### src/rtl/riscv_definitions.sv
`default_nettype none
// ============================================================================
//  Package     : riscv_definitions
//  Description : Shared RISC-V decode types.  imm_src_t selects the immediate
//                format that the immediate generator extracts from an
//                instruction word.  IMM_Z is the 5-bit CSR zimm (rs1 field).
//                Encodings 6 and 7 are undefined and flagged as illegal.
//  Revision    : 1.1 - IMM_Z format added
// ============================================================================
package riscv_definitions;

    typedef enum logic [2:0] {
        IMM_I = 3'd0,
        IMM_S = 3'd1,
        IMM_B = 3'd2,
        IMM_U = 3'd3,
        IMM_J = 3'd4,
        IMM_Z = 3'd5
    } imm_src_t;

endpackage : riscv_definitions
`default_nettype wire

### src/rtl/imm_format.sv
`default_nettype none
// ============================================================================
//  Module      : imm_format
//  Description : Purely combinational immediate extraction.  Every format is
//                first assembled as a 32-bit value, then sign-extended to XLEN.
//                IMM_Z is assembled with zero upper bits, so sign extension
//                leaves it zero-extended.
//  Ports       : i_instr   [31:7]  immediate-bearing instruction bits
//                i_imm_src         format select
//                o_imm     [XLEN]  extended immediate (0 when illegal)
//                o_illegal         i_imm_src is not a defined encoding
//  Revision    : 1.0 - initial release
// ============================================================================
module imm_format
    import riscv_definitions::*;
#(
    parameter int XLEN = 32
) (
    input  logic [31:7]     i_instr,
    input  imm_src_t        i_imm_src,
    output logic [XLEN-1:0] o_imm,
    output logic            o_illegal
);

    logic [31:0] w_imm32;

    always_comb begin
        w_imm32   = 32'd0;
        o_illegal = 1'b0;
        case (i_imm_src)
            IMM_I:   w_imm32 = {{20{i_instr[31]}}, i_instr[31:20]};
            IMM_S:   w_imm32 = {{20{i_instr[31]}}, i_instr[31:25], i_instr[11:7]};
            IMM_B:   w_imm32 = {{19{i_instr[31]}}, i_instr[31], i_instr[7],
                                i_instr[30:25], i_instr[11:8], 1'b0};
            IMM_U:   w_imm32 = {i_instr[31:12], 12'd0};
            IMM_J:   w_imm32 = {{11{i_instr[31]}}, i_instr[31], i_instr[19:12],
                                i_instr[20], i_instr[30:21], 1'b0};
            IMM_Z:   w_imm32 = {27'd0, i_instr[19:15]};
            default: o_illegal = 1'b1;
        endcase
    end

    // Only 32 and 64 are meaningful widths; anything else is treated as 32.
    if (XLEN == 64) begin : g_ext64
        assign o_imm = {{(XLEN-32){w_imm32[31]}}, w_imm32};
    end else begin : g_ext32
        assign o_imm = w_imm32[XLEN-1:0];
    end

endmodule : imm_format
`default_nettype wire

### src/rtl/imm_gen_pipe.sv
`default_nettype none
// ============================================================================
//  Module      : imm_gen_pipe
//  Description : Registered immediate generator with valid/ready handshake and
//                a two-entry in-order buffer (main + skid).  The main entry
//                drives the outputs directly; the skid entry absorbs the one
//                request that can be accepted while the output is stalled.
//                o_ready depends on registered occupancy only.
//  Ports       : i_clk, i_rst (sync, active-high)
//                i_valid/o_ready  request handshake; i_instr, i_imm_src, i_tag
//                o_valid/i_ready  result handshake;  o_imm, o_tag, o_illegal
//  Revision    : 1.0 - initial release
// ============================================================================
module imm_gen_pipe
    import riscv_definitions::*;
#(
    parameter int XLEN  = 32,
    parameter int TAG_W = 5
) (
    input  logic             i_clk,
    input  logic             i_rst,
    input  logic             i_valid,
    output logic             o_ready,
    input  logic [31:7]      i_instr,
    input  imm_src_t         i_imm_src,
    input  logic [TAG_W-1:0] i_tag,
    output logic             o_valid,
    input  logic             i_ready,
    output logic [XLEN-1:0]  o_imm,
    output logic [TAG_W-1:0] o_tag,
    output logic             o_illegal
);

    typedef enum logic [1:0] {
        ST_EMPTY = 2'd0,
        ST_ONE   = 2'd1,
        ST_TWO   = 2'd2
    } occ_t;

    occ_t             state_q,       state_d;
    logic [XLEN-1:0]  main_imm_q,    main_imm_d;
    logic [TAG_W-1:0] main_tag_q,    main_tag_d;
    logic             main_ill_q,    main_ill_d;
    logic [XLEN-1:0]  skid_imm_q,    skid_imm_d;
    logic [TAG_W-1:0] skid_tag_q,    skid_tag_d;
    logic             skid_ill_q,    skid_ill_d;

    logic [XLEN-1:0]  w_new_imm;
    logic             w_new_ill;
    logic             w_push;
    logic             w_pop;

    imm_format #(
        .XLEN (XLEN)
    ) u_imm_format (
        .i_instr   (i_instr),
        .i_imm_src (i_imm_src),
        .o_imm     (w_new_imm),
        .o_illegal (w_new_ill)
    );

    assign o_ready   = (state_q != ST_TWO);
    assign o_valid   = (state_q != ST_EMPTY);
    assign o_imm     = main_imm_q;
    assign o_tag     = main_tag_q;
    assign o_illegal = main_ill_q;

    assign w_push = i_valid && o_ready;
    assign w_pop  = o_valid && i_ready;

    always_comb begin
        state_d    = state_q;
        main_imm_d = main_imm_q;
        main_tag_d = main_tag_q;
        main_ill_d = main_ill_q;
        skid_imm_d = skid_imm_q;
        skid_tag_d = skid_tag_q;
        skid_ill_d = skid_ill_q;
        case (state_q)
            ST_EMPTY: begin
                if (w_push) begin
                    main_imm_d = w_new_imm;
                    main_tag_d = i_tag;
                    main_ill_d = w_new_ill;
                    state_d    = ST_ONE;
                end
            end
            ST_ONE: begin
                if (w_push && w_pop) begin
                    // Streaming: the new result replaces the one leaving.
                    main_imm_d = w_new_imm;
                    main_tag_d = i_tag;
                    main_ill_d = w_new_ill;
                end else if (w_push) begin
                    // Output stalled: park the new result behind it.
                    skid_imm_d = w_new_imm;
                    skid_tag_d = i_tag;
                    skid_ill_d = w_new_ill;
                    state_d    = ST_TWO;
                end else if (w_pop) begin
                    state_d    = ST_EMPTY;
                end
            end
            ST_TWO: begin
                // No push is possible here because o_ready is low.
                if (w_pop) begin
                    main_imm_d = skid_imm_q;
                    main_tag_d = skid_tag_q;
                    main_ill_d = skid_ill_q;
                    state_d    = ST_ONE;
                end
            end
            default: state_d = ST_EMPTY;
        endcase
    end

    always_ff @(posedge i_clk) begin
        if (i_rst) begin
            state_q    <= ST_EMPTY;
            main_imm_q <= '0;
            main_tag_q <= '0;
            main_ill_q <= 1'b0;
            skid_imm_q <= '0;
            skid_tag_q <= '0;
            skid_ill_q <= 1'b0;
        end else begin
            state_q    <= state_d;
            main_imm_q <= main_imm_d;
            main_tag_q <= main_tag_d;
            main_ill_q <= main_ill_d;
            skid_imm_q <= skid_imm_d;
            skid_tag_q <= skid_tag_d;
            skid_ill_q <= skid_ill_d;
        end
    end

endmodule : imm_gen_pipe
`default_nettype wire

### config.mk
export PLATFORM = sky130hd
export DESIGN_NAME = imm_gen_pipe
export DESIGN_NICKNAME = d
export VERILOG_FILES = /design/src/rtl/riscv_definitions.sv /design/src/rtl/imm_format.sv /design/src/rtl/imm_gen_pipe.sv
export SDC_FILE = /design/constraint.sdc
export NUM_CORES = 1
export LEC_CHECK = 0
export ABC_AREA = 1
export BUFFER_PORTS_ARGS = -buffer_cell sky130_fd_sc_hd__buf_2
export CORE_AREA = 4 4 95 97
export CTS_CLUSTER_DIAMETER = 40
export DETAILED_ROUTE_END_ITERATION = 8
export DIE_AREA = 0 0 99 101
export HOLD_SLACK_MARGIN = 0.05
export PLACE_DENSITY = 0.69
export SLEW_MARGIN = 20
export SYNTH_ARGS = -nofsm -noshare
export SYNTH_HDL_FRONTEND = slang
export SYNTH_SLANG_ARGS = --single-unit
### constraint.sdc
create_clock -name i_clk -period 3.3 [get_ports i_clk]
set_input_delay 0.825 -clock i_clk [delete_from_list [all_inputs] [get_ports i_clk]]
set_output_delay 0.825 -clock i_clk [all_outputs]
set_load 0.03 [all_outputs]
==> results of run 1 <==
[kinds of logic (layout without fill, tap and decap cells)]
| group | count (synthesis) | count (layout) |
|---|---|---|
| AO/OA/AOI/OAI | 97 | 97 |
| buffers and inverters | 138 | 197 |
| AND/OR/NAND/NOR | 319 | 319 |
| flip-flops | 78 | 78 |
[cell type report]
class / count / share of cell area (%)
timing repair buffer: 80 / 9.07
tap: 105 / 2.90
sequential: 78 / 34.5
multi-input combinational: 416 / 40.4
clock buffer: 10 / 2.82
inverter: 101 / 8.37
clock inverter: 6 / 1.91
[metrics by stage]
step / worst slack [ns] / cell area [um^2] / instances
global route: 1.14 / 4530 / 796
floorplan: 1.54 / 3990 / 632
finish: 1.19 / 4530 / 796
CTS: 1.18 / 4530 / 796
detailed placement: 0.987 / 4310 / 780
global placement: 1.01 / 4310 / 780
[layer usage]
| metal | track usage (%) | up-vias | part of all wire, % |
|---|---|---|---|
| li1 | - | 2045 | - |
| met1 | 26.1 | 1665 | 48 |
| met2 | 31.5 | 103 | 45 |
| met3 | 4.78 | 6 | 6.2 |
| met4 | 6.20 | 0 | 0.70 |
| met5 | 0 | - | 0 |
[cell usage after synthesis]
cell type / number
sky130_fd_sc_hd__nor2_4: 1
sky130_fd_sc_hd__dfxtp_1: 78
sky130_fd_sc_hd__nor2_1: 91
sky130_fd_sc_hd__nor2_2: 2
sky130_fd_sc_hd__o21ai_0: 22
sky130_fd_sc_hd__a21oi_1: 51
sky130_fd_sc_hd__clkbuf_1: 10
sky130_fd_sc_hd__buf_4: 5
sky130_fd_sc_hd__inv_1: 84
sky130_fd_sc_hd__nand3_1: 39
sky130_fd_sc_hd__nand2_1: 171
sky130_fd_sc_hd__o211ai_1: 12
sky130_fd_sc_hd__inv_2: 16
sky130_fd_sc_hd__nand2_2: 3
sky130_fd_sc_hd__o21ai_1: 12
sky130_fd_sc_hd__clkinv_1: 1
sky130_fd_sc_hd__nand2_4: 4
sky130_fd_sc_hd__buf_2: 15
sky130_fd_sc_hd__buf_6: 6
sky130_fd_sc_hd__nand4_1: 7
sky130_fd_sc_hd__buf_1: 1
sky130_fd_sc_hd__nor3_1: 1
[worst min-delay path: cells and delay by family, from the launching register on]
kind                   cells  cell delay, ns
DFF                        1            0.30
AOI/OAI and AO/OA          1            0.05
buffers and inverters      1            0.06
[flip-flops by register name, summed over array words and instances, names as in the netlist]
register	flops
skid_tag_q	5
o_tag	5
skid_ill_q	1
state_q	2
o_imm	32
skid_imm_q	32
o_illegal	1
[how the worst min path moves through the flow]
| stage | to | cells after the start | slack (ns) | from |
|---|---|---|---|---|
| after global placement | skid_imm_q[31] | 2 | 0.44 | skid_imm_q[31] |
| after global routing | skid_tag_q[1] | 2 | 0.47 | skid_tag_q[1] |
| final | skid_tag_q[1] | 2 | 0.46 | skid_tag_q[1] |
| after floorplan | skid_imm_q[31] | 2 | 0.43 | skid_imm_q[31] |
| after CTS | skid_tag_q[1] | 2 | 0.46 | skid_tag_q[1] |
| after detailed placement | skid_tag_q[1] | 2 | 0.44 | skid_tag_q[1] |
[power by group through the flow]
stage / sequential (uW) / clock (uW) / combinational, uW
3_3_place_gp: 1080 / 0 / 539
3_5_place_dp: 1080 / 0 / 547
4_1_cts: 1060 / 808 / 551
6_report: 1060 / 788 / 547
5_1_grt: 1070 / 845 / 617
2_1_floorplan: 1180 / 0 / 316
==> qor.yml, run 1 <==
sta:
  worst_slew_margin_rel_pct: 36.6
  rsz_0062_raised_after_global_routing: "no"
  timing.clock.skew_ns: 0.00922
  setup-violations-final: 0
  final.setup.tns_ns: 0
  worst_pin_slew_ns: 0.951
  whs_ns: 0.457
  clock.fmax_mhz: 475
  fin_crit_sh_pct: 63.8
  period_needed_ns: 2.11
  final_count_of_hold_timing_violations: 0
  timing_max_transition_violations_final: 0
global_routing:
  grt_pass1_vias: 3466
  maximum_number_of_pins_on_one_net_before_global_route_repair: 55
  globalRouteTotalUtil_pct: 19.6
  antenna_found_initial: 0
  first_pass_grt_wire_length_um: 16000
  grt_overflow_total: 0
pwr:
  total_switching_power_uw: 784
  p_int_uw: 1610
  ir_drop_worst_vdd_v: 0.000238
  p_clk_share_pct: 32.9
  p_total_uw: 2390
  pleak_uw: 0.00240
  power.density_nw_per_um2: 528
  switching_share_of_power_pct: 32.8
  combPwrFrac_pct: 22.9
  share_seq_of_total_power_pct: 44.2
critical_path:
  critPathMaxFanout: 8
  start_kind: "flip-flop"
  critPathCapture: "o_ready"
  worstPathRequired_ns: 2.47
  cp.depth: 3
  cpMaxStageDelayCell: "sky130_fd_sc_hd__dfxtp_1"
  crit_path_max_incr_delay_ns: 0.54
  critical_path.n_buffers_inverters: 2
  critical_path.top_delay_family: "flip-flops"
  reg2reg_slack_ns: 1.32
  timing_worst_setup_path_type: "reg2out"
  path_cells: "nor2_4 -> inv_2 -> buf_2"
  worst_setup_path_end_kind: "output port"
  r2r-end: "o_imm[16]"
  arrival_ns: 1.28
  r2r-start: "state_q[0]"
  rr_worst_depth: 7
  start_point_of_the_critical_path: "state_q[0]"
synth:
  synth_top_family_by_area: "simple AND/OR/NAND/NOR gates"
  synth.top_cell.area_share_pct: 39.1
  synth_simple_gate_area_share_pct: 32.9
  synth_largest_area_cell: "sky130_fd_sc_hd__dfxtp_1"
  synth_seq_cells: 78
  synth_fa_ha_area_share_pct: 0
  synth_fp_nets: 669
  synth.area.top_cells: "sky130_fd_sc_hd__dfxtp_1 39%, sky130_fd_sc_hd__nand2_1 16%, sky130_fd_sc_hd__nor2_1 8.6%, sky130_fd_sc_hd__inv_1 7.9%, sky130_fd_sc_hd__a21oi_1 6.4%"
  synthXorXnorAreaFrac_pct: 0
  synth.avg_cell_area_um2: 6.32
  synth-compound-area-share_pct: 12.9
  seq_area_frac_synth_pct: 39.1
  netlist_instances: 632
  netlist-cell-type-count: 22
  post_synth_instance_area_um2: 3990
  synth.mux.area_fraction_pct: 0
  synth.yosys.warnings: 0
die:
  std_cell_rows: 33
  initial_core_util_pct: 49.1
  io_pins: 77
  chipHeight_um: 101
  die_x_um: 99
  placeable_area_um2: 8130
  die_area_um2: 10000
cells_and_area:
  syn_to_final_growth_pct: 13.4
  final_net_count: 723
  mostFrequentLayoutCells: "171 x sky130_fd_sc_hd__nand2_1, 91 x sky130_fd_sc_hd__nor2_1, 84 x sky130_fd_sc_hd__inv_1, 78 x sky130_fd_sc_hd__dfxtp_1, 76 x sky130_fd_sc_hd__buf_2"
  utilization_pct: 55.7
  drive_above_1_share_pct: 17.5
  insertedDiodeCount: 0
  fillCellCount: 862
  area_occupied_by_multi_input_gates_um2: 1830
  seqCellArea_um2: 1560
  mostFrequentLayoutCell: "sky130_fd_sc_hd__nand2_1"
clock_network:
  tritoncts.num_buffers: 9
  cts.reportedPaths.clkPinSlew_ns: 0.08
  cts-htree-levels: 3
  ctsHoldBuffers: 0
  cts_tree: "done"
  tritoncts_num_sinks: 78
  insertion_delay_ns: 0.35
  cts_setup_buffers: 0
  cts_root_buffer: "sky130_fd_sc_hd__clkbuf_8"
  quantity_of_gates_resized_following_cts: 0
  cts.path.max_buffers: 2
routing:
  dr.first_iter.drc_count: 247
  first_pass_iters: 5
  post_drt_wl_per_cell_um: 12.0
  drc: 0
  ant_nets: 0
  via_per_inst: 4.80
  vias: 3819
  totalWireLength_um: 9560
placement:
  portBuffers: 76
  gpl_congestion: 0.822
  hpwl_um: 6340
min_path:
  worstHoldPathType: "reg2reg"
run_status:
  run_status: "complete, no violations"
flow_run:
  timing.max_cap.violations: 0
(Power assumes the default switching activity.)
==> inputs of run 2 (changes only) <==
==> constraint.sdc (replaced) <==
create_clock -name i_clk -period 2 [get_ports i_clk]
set_input_delay 0.5 -clock i_clk [delete_from_list [all_inputs] [get_ports i_clk]]
set_output_delay 0.5 -clock i_clk [all_outputs]
set_load 0.03 [all_outputs]
==> run 2 against run 1 <==
  * Cell count increased by 1.1%
  * Via count decreased by 0.39%
  * Worst setup slack got worse by 1.1 ns
  * Sequential cell count unchanged
  * Sequential power increased by 65%
  * Sequential share of layout area decreased by 0.41 points
  * Die area unchanged
  * First-iteration DRC count decreased by 17%
  * Critical path type unchanged
  * Clock power increased by 36%
  * Non-clock buffer count increased by 9
  * Total power increased by 57%
  * Clock-buffer cell count unchanged
==> qor.yml, run 2 (synthesis gave the netlist of run 1 again) <==
pwr:
  p_clk_share_pct: 28.7
  power.density_nw_per_um2: 818
  switching_share_of_power_pct: 35.2
  share_seq_of_total_power_pct: 46.6
  combPwrFrac_pct: 24.7
  ir_drop_worst_vdd_v: 0.000400
  pleak_uw: 0.00242
  p_int_uw: 2430
  total_switching_power_uw: 1320
cells_and_area:
  syn_to_final_growth_pct: 14.7
  area_occupied_by_multi_input_gates_um2: 1830
  final_cell_count_no_fill: 805
  insertedDiodeCount: 0
  mostFrequentLayoutCell: "sky130_fd_sc_hd__nand2_1"
  final_net_count: 732
  fillCellCount: 812
  seqCellArea_um2: 1560
  layout.cell_area.non_filler_um2: 4580
  drive_above_1_share_pct: 18.6
  mostFrequentLayoutCells: "171 x sky130_fd_sc_hd__nand2_1, 91 x sky130_fd_sc_hd__nor2_1, 84 x sky130_fd_sc_hd__inv_1, 78 x sky130_fd_sc_hd__dfxtp_1, 76 x sky130_fd_sc_hd__buf_2"
routing:
  ant_nets: 0
  totalWireLength_um: 9580
  via_per_inst: 4.73
  drc: 0
  post_drt_wl_per_cell_um: 11.9
  vias: 3804
  dr.first_iter.drc_count: 205
  first_pass_iters: 5
die:
  die_x_um: 99
  std_cell_rows: 33
  initial_core_util_pct: 49.1
  io_pins: 77
  die_area_um2: 10000
  placeable_area_um2: 8130
  chipHeight_um: 101
critical_path:
  critPathCapture: "o_ready"
  r2r-end: "o_imm[16]"
  start_kind: "flip-flop"
  r2r-start: "state_q[0]"
  timing_worst_setup_path_type: "reg2out"
  start_point_of_the_critical_path: "state_q[0]"
  rr_worst_depth: 7
  worstPathRequired_ns: 1.50
  arrival_ns: 1.40
  critPathMaxFanout: 11
  reg2reg_slack_ns: 0.31
  worst_setup_path_end_kind: "output port"
placement:
  portBuffers: 76
  hpwl_um: 6430
  gpl_congestion: 0.834
  post_dp_cell_area_um2: 4410
  dp.cells: 789
min_path:
  worstHoldPathType: "in2reg"
clock_network:
  cts.reportedPaths.clkPinSlew_ns: 0.08
  cts_tree: "done"
  ctsHoldBuffers: 0
  tritoncts.num_buffers: 9
  cts.path.max_buffers: 2
  cts_root_buffer: "sky130_fd_sc_hd__clkbuf_8"
  cts-htree-levels: 3
  quantity_of_gates_resized_following_cts: 0
  cts_setup_buffers: 0
  insertion_delay_ns: 0.36
  tritoncts_num_sinks: 78
sta:
  clock.fmax_mhz: 526
  timing.clock.skew_ns: 0.00801
  timing_max_transition_violations_final: 0
  setup-violations-final: 0
  final_count_of_hold_timing_violations: 0
  period_needed_ns: 1.90
  worst_slew_margin_rel_pct: 60.4
  final.setup.tns_ns: 0
  worst_pin_slew_ns: 0.594
  fin_crit_sh_pct: 95.1
  rsz_0062_raised_after_global_routing: "no"
global_routing:
  first_pass_grt_wire_length_um: 16300
  grt_overflow_total: 0
  maximum_number_of_pins_on_one_net_before_global_route_repair: 55
  globalRouteTotalUtil_pct: 19.7
  antenna_found_initial: 0
  grt_pass1_vias: 3529
flow_run:
  timing.max_cap.violations: 0
run_status:
  run_status: "complete, no violations"
[run 2: changes by cell type in the layout (fill, tap and decap cells not counted)]
cell	change
sky130_fd_sc_hd__buf_12	+2
sky130_fd_sc_hd__bufinv_16	-2
sky130_fd_sc_hd__clkinv_2	-2
sky130_fd_sc_hd__buf_4	+7
sky130_fd_sc_hd__inv_6	+1
sky130_fd_sc_hd__clkinvlp_4	+3
[run 2: final cells by class]
class                      instances  area share, %
timing repair buffer              89           11.0
tap                              105           2.87
clock buffer                      10           2.79
multi-input combinational        416           40.0
sequential                        78           34.1
clock inverter                     6           1.04
inverter                         101           8.28
[run 2: layer usage]
metal	global-route usage [%]	routed length [um]	vias up
met2	31.6	4300	93
met3	4.71	583	5
li1	-	-	2059
met1	26.5	4640	1647
met5	0	0	-
met4	5.88	62	0
[run 2: how the worst min path moves through the flow]
stage	start	to	slack, ns	cells past startpoint
CTS	i_instr[30]	skid_imm_q[10]	0.41	3
finish	i_tag[4]	skid_tag_q[4]	0.41	3
detailed placement	skid_imm_q[31]	skid_imm_q[31]	0.44	2
floorplan	skid_imm_q[31]	skid_imm_q[31]	0.43	2
global route	i_instr[28]	skid_imm_q[8]	0.43	3
global placement	skid_imm_q[31]	skid_imm_q[31]	0.43	2
[run 2: per-stage QoR]
| stage | power [uW] | worst slack [ns] | hold WS, ns | util [%] |
|---|---|---|---|---|
| finish | 3750 | 0.0976 | 0.413 | 56.3 |
| global route | 3970 | 0.0357 | 0.426 | 56.3 |
| CTS | 3780 | 0.0989 | 0.409 | 56.3 |
| detailed placement | 2710 | 0.127 | 0.440 | 54.2 |
| global placement | 2690 | 0.195 | 0.434 | 54.2 |
| floorplan | 2480 | 0.566 | 0.426 | - |
[run 2: critical path, cell delays in order (launching register included)]
cell and delay (ns):
sky130_fd_sc_hd__dfxtp_1 0.54, sky130_fd_sc_hd__nor2_4 0.07, sky130_fd_sc_hd__inv_2 0.18, sky130_fd_sc_hd__buf_2 0.24
[run 2: power groups by stage]
stage / registers [uW] / clock network [uW] / logic (uW)
2_1_floorplan: 1950 / 0 / 521
3_3_place_gp: 1780 / 0 / 914
3_5_place_dp: 1780 / 0 / 927
4_1_cts: 1750 / 1100 / 933
5_1_grt: 1760 / 1160 / 1040
6_report: 1750 / 1070 / 927
==> inputs of run 3 (changes only) <==
--- a/config.mk
+++ b/config.mk
@@ -7,12 +7,12 @@
 export LEC_CHECK = 0
 export ABC_AREA = 1
 export BUFFER_PORTS_ARGS = -buffer_cell sky130_fd_sc_hd__buf_2
-export CORE_AREA = 4 4 95 97
+export CORE_AREA = 4 4 91 93
 export CTS_CLUSTER_DIAMETER = 40
 export DETAILED_ROUTE_END_ITERATION = 8
-export DIE_AREA = 0 0 99 101
+export DIE_AREA = 0 0 95 97
 export HOLD_SLACK_MARGIN = 0.05
-export PLACE_DENSITY = 0.69
+export PLACE_DENSITY = 0.74
 export SLEW_MARGIN = 20
 export SYNTH_ARGS = -nofsm -noshare
 export SYNTH_HDL_FRONTEND = slang
==> run 3 against run 2 <==
  * Combinational power is 0.8% lower
  * First-iteration DRC count is 20% higher
  * Hold slack better by 0.020 ns
  * Clock skew is 0.0018 ns higher
  * Non-clock buffer count is 1 lower
  * Wire length is 2.6% lower
  * Sequential share of layout area is 0.35 points lower
  * Critical path depth stayed put
  * Clock-buffer cell count stayed put
  * Sequential cell count stayed put
==> qor.yml, run 3 (synthesis gave the netlist of run 1 again) <==
routing:
  totalWireLength_um: 9330
  ant_nets: 0
  post_drt_wl_per_cell_um: 11.6
  drc: 0
  via_per_inst: 4.91
  vias: 3936
  first_pass_iters: 4
  dr.first_iter.drc_count: 246
sta:
  timing_max_transition_violations_final: 0
  worst_pin_slew_ns: 0.556
  whs_ns: 0.433
  worst_slew_margin_rel_pct: 62.9
  fin_crit_sh_pct: 94.1
  final_count_of_hold_timing_violations: 0
  worst_slack_ns: 0.119
  period_needed_ns: 1.88
  clock.fmax_mhz: 532
  rsz_0062_raised_after_global_routing: "no"
  final.setup.tns_ns: 0
  setup-violations-final: 0
  timing.clock.skew_ns: 0.00976
pwr:
  total_switching_power_uw: 1290
  p_clk_share_pct: 35.3
  combPwrFrac_pct: 22.4
  pleak_uw: 0.00246
  power.density_nw_per_um2: 889
  ir_drop_worst_vdd_v: 0.000399
  p_int_uw: 2830
  switching_share_of_power_pct: 31.2
  share_seq_of_total_power_pct: 42.4
clock_network:
  cts-htree-levels: 3
  cts.reportedPaths.clkPinSlew_ns: 0.07
  cts_tree: "done"
  ctsHoldBuffers: 0
  cts.path.max_buffers: 2
  quantity_of_gates_resized_following_cts: 0
  cts_root_buffer: "sky130_fd_sc_hd__clkbuf_8"
  tritoncts_num_sinks: 78
  cts_setup_buffers: 0
  tritoncts.num_buffers: 9
  insertion_delay_ns: 0.35
cells_and_area:
  drive_above_1_share_pct: 18.6
  syn_to_final_growth_pct: 15.9
  insertedDiodeCount: 0
  final_net_count: 731
  layout.cell_area.non_filler_um2: 4630
  final_cell_count_no_fill: 801
  mostFrequentLayoutCell: "sky130_fd_sc_hd__nand2_1"
  mostFrequentLayoutCells: "171 x sky130_fd_sc_hd__nand2_1, 91 x sky130_fd_sc_hd__nor2_1, 84 x sky130_fd_sc_hd__inv_1, 78 x sky130_fd_sc_hd__dfxtp_1, 76 x sky130_fd_sc_hd__buf_2"
min_path:
  worstHoldPathType: "in2reg"
global_routing:
  antenna_found_initial: 0
  first_pass_grt_wire_length_um: 15700
  grt_overflow_total: 0
  maximum_number_of_pins_on_one_net_before_global_route_repair: 53
  grt_pass1_vias: 3440
  globalRouteTotalUtil_pct: 20.8
die:
  chipHeight_um: 97
  initial_core_util_pct: 53.0
  die_x_um: 95
  std_cell_rows: 32
  die_area_um2: 9220
  placeable_area_um2: 7530
  io_pins: 77
critical_path:
  critPathMaxFanout: 11
  timing_worst_setup_path_type: "reg2out"
  path_cells: "nor2_4 -> inv_2 -> buf_2"
  arrival_ns: 1.38
  critical_path.n_buffers_inverters: 2
  start_kind: "flip-flop"
  crit_path_max_incr_delay_ns: 0.54
  cpMaxStageDelayCell: "sky130_fd_sc_hd__dfxtp_1"
  critical_path.top_delay_family: "flip-flops"
  worstPathRequired_ns: 1.50
  worst_setup_path_end_kind: "output port"
placement:
  portBuffers: 76
  dp.cells: 785
  hpwl_um: 6380
  gpl_congestion: 0.867
  dp_slack_ns: 0.151
  post_dp_cell_area_um2: 4380
flow_run:
  timing.max_cap.violations: 0
run_status:
  run_status: "complete, no violations"
run 3: cell types whose count changed in the layout (fill, tap and decap cells not counted), sizes merged:
| cell | previous run | this run |
|---|---|---|
| buf | 89 | 88 |
| bufinv | 0 | 3 |
| clkinv | 2 | 4 |
| clkinvlp | 4 | 0 |
| inv | 101 | 100 |
run 3: worst paths after layout:
kind	startpoint	end	slack (ns)	depth (start not counted)
hold reg to reg	skid_tag_q[1]	skid_tag_q[1]	0.45	2
setup reg to reg	state_q[0]	o_imm[18]	0.32	7
setup / recovery	state_q[0]	o_ready	0.12	3
hold / removal	i_tag[4]	skid_tag_q[4]	0.43	3
run 3: metal layers:
metal / vias to the layer above / global-route usage (%) / wire length [um]
met4: 0 / 6.77 / 156
met1: 1741 / 28.5 / 4270
met3: 14 / 4.59 / 652
met2: 118 / 32.3 / 4250
li1: 2063 / - / -
met5: - / 0 / 0
run 3: power groups by stage:
stage                     Combinational, uW  Clock (uW)  Sequential [uW]
after floorplan                         521           0             1950
after global placement                  905           0             1770
after detailed placement                920           0             1780
after CTS                               925        1470             1740
after global routing                   1040        1550             1760
final                                   920        1450             1740
run 3: worst min-delay path, stage by stage:
cell and delay (ns):
sky130_fd_sc_hd__buf_2 0.09, sky130_fd_sc_hd__o21ai_0 0.07, sky130_fd_sc_hd__nor2_1 0.08
run 3: area by class of cell:
cell class	instances	area, um^2
clock buffers	10	138
clock inverters	6	109
fillers	749	2900
inverters	101	379
multi-input cells	416	1830
flip-flops and latches	78	1560
well taps	102	128
repair buffers	88	483
run 3: stage by stage:
stage          utilization (%)  power [uW]
3_3_place_gp              58.2        2680
4_1_cts                   61.5        4140
6_report                  61.5        4110
3_5_place_dp              58.2        2700
2_1_floorplan                -        2480
5_1_grt                   61.5        4340
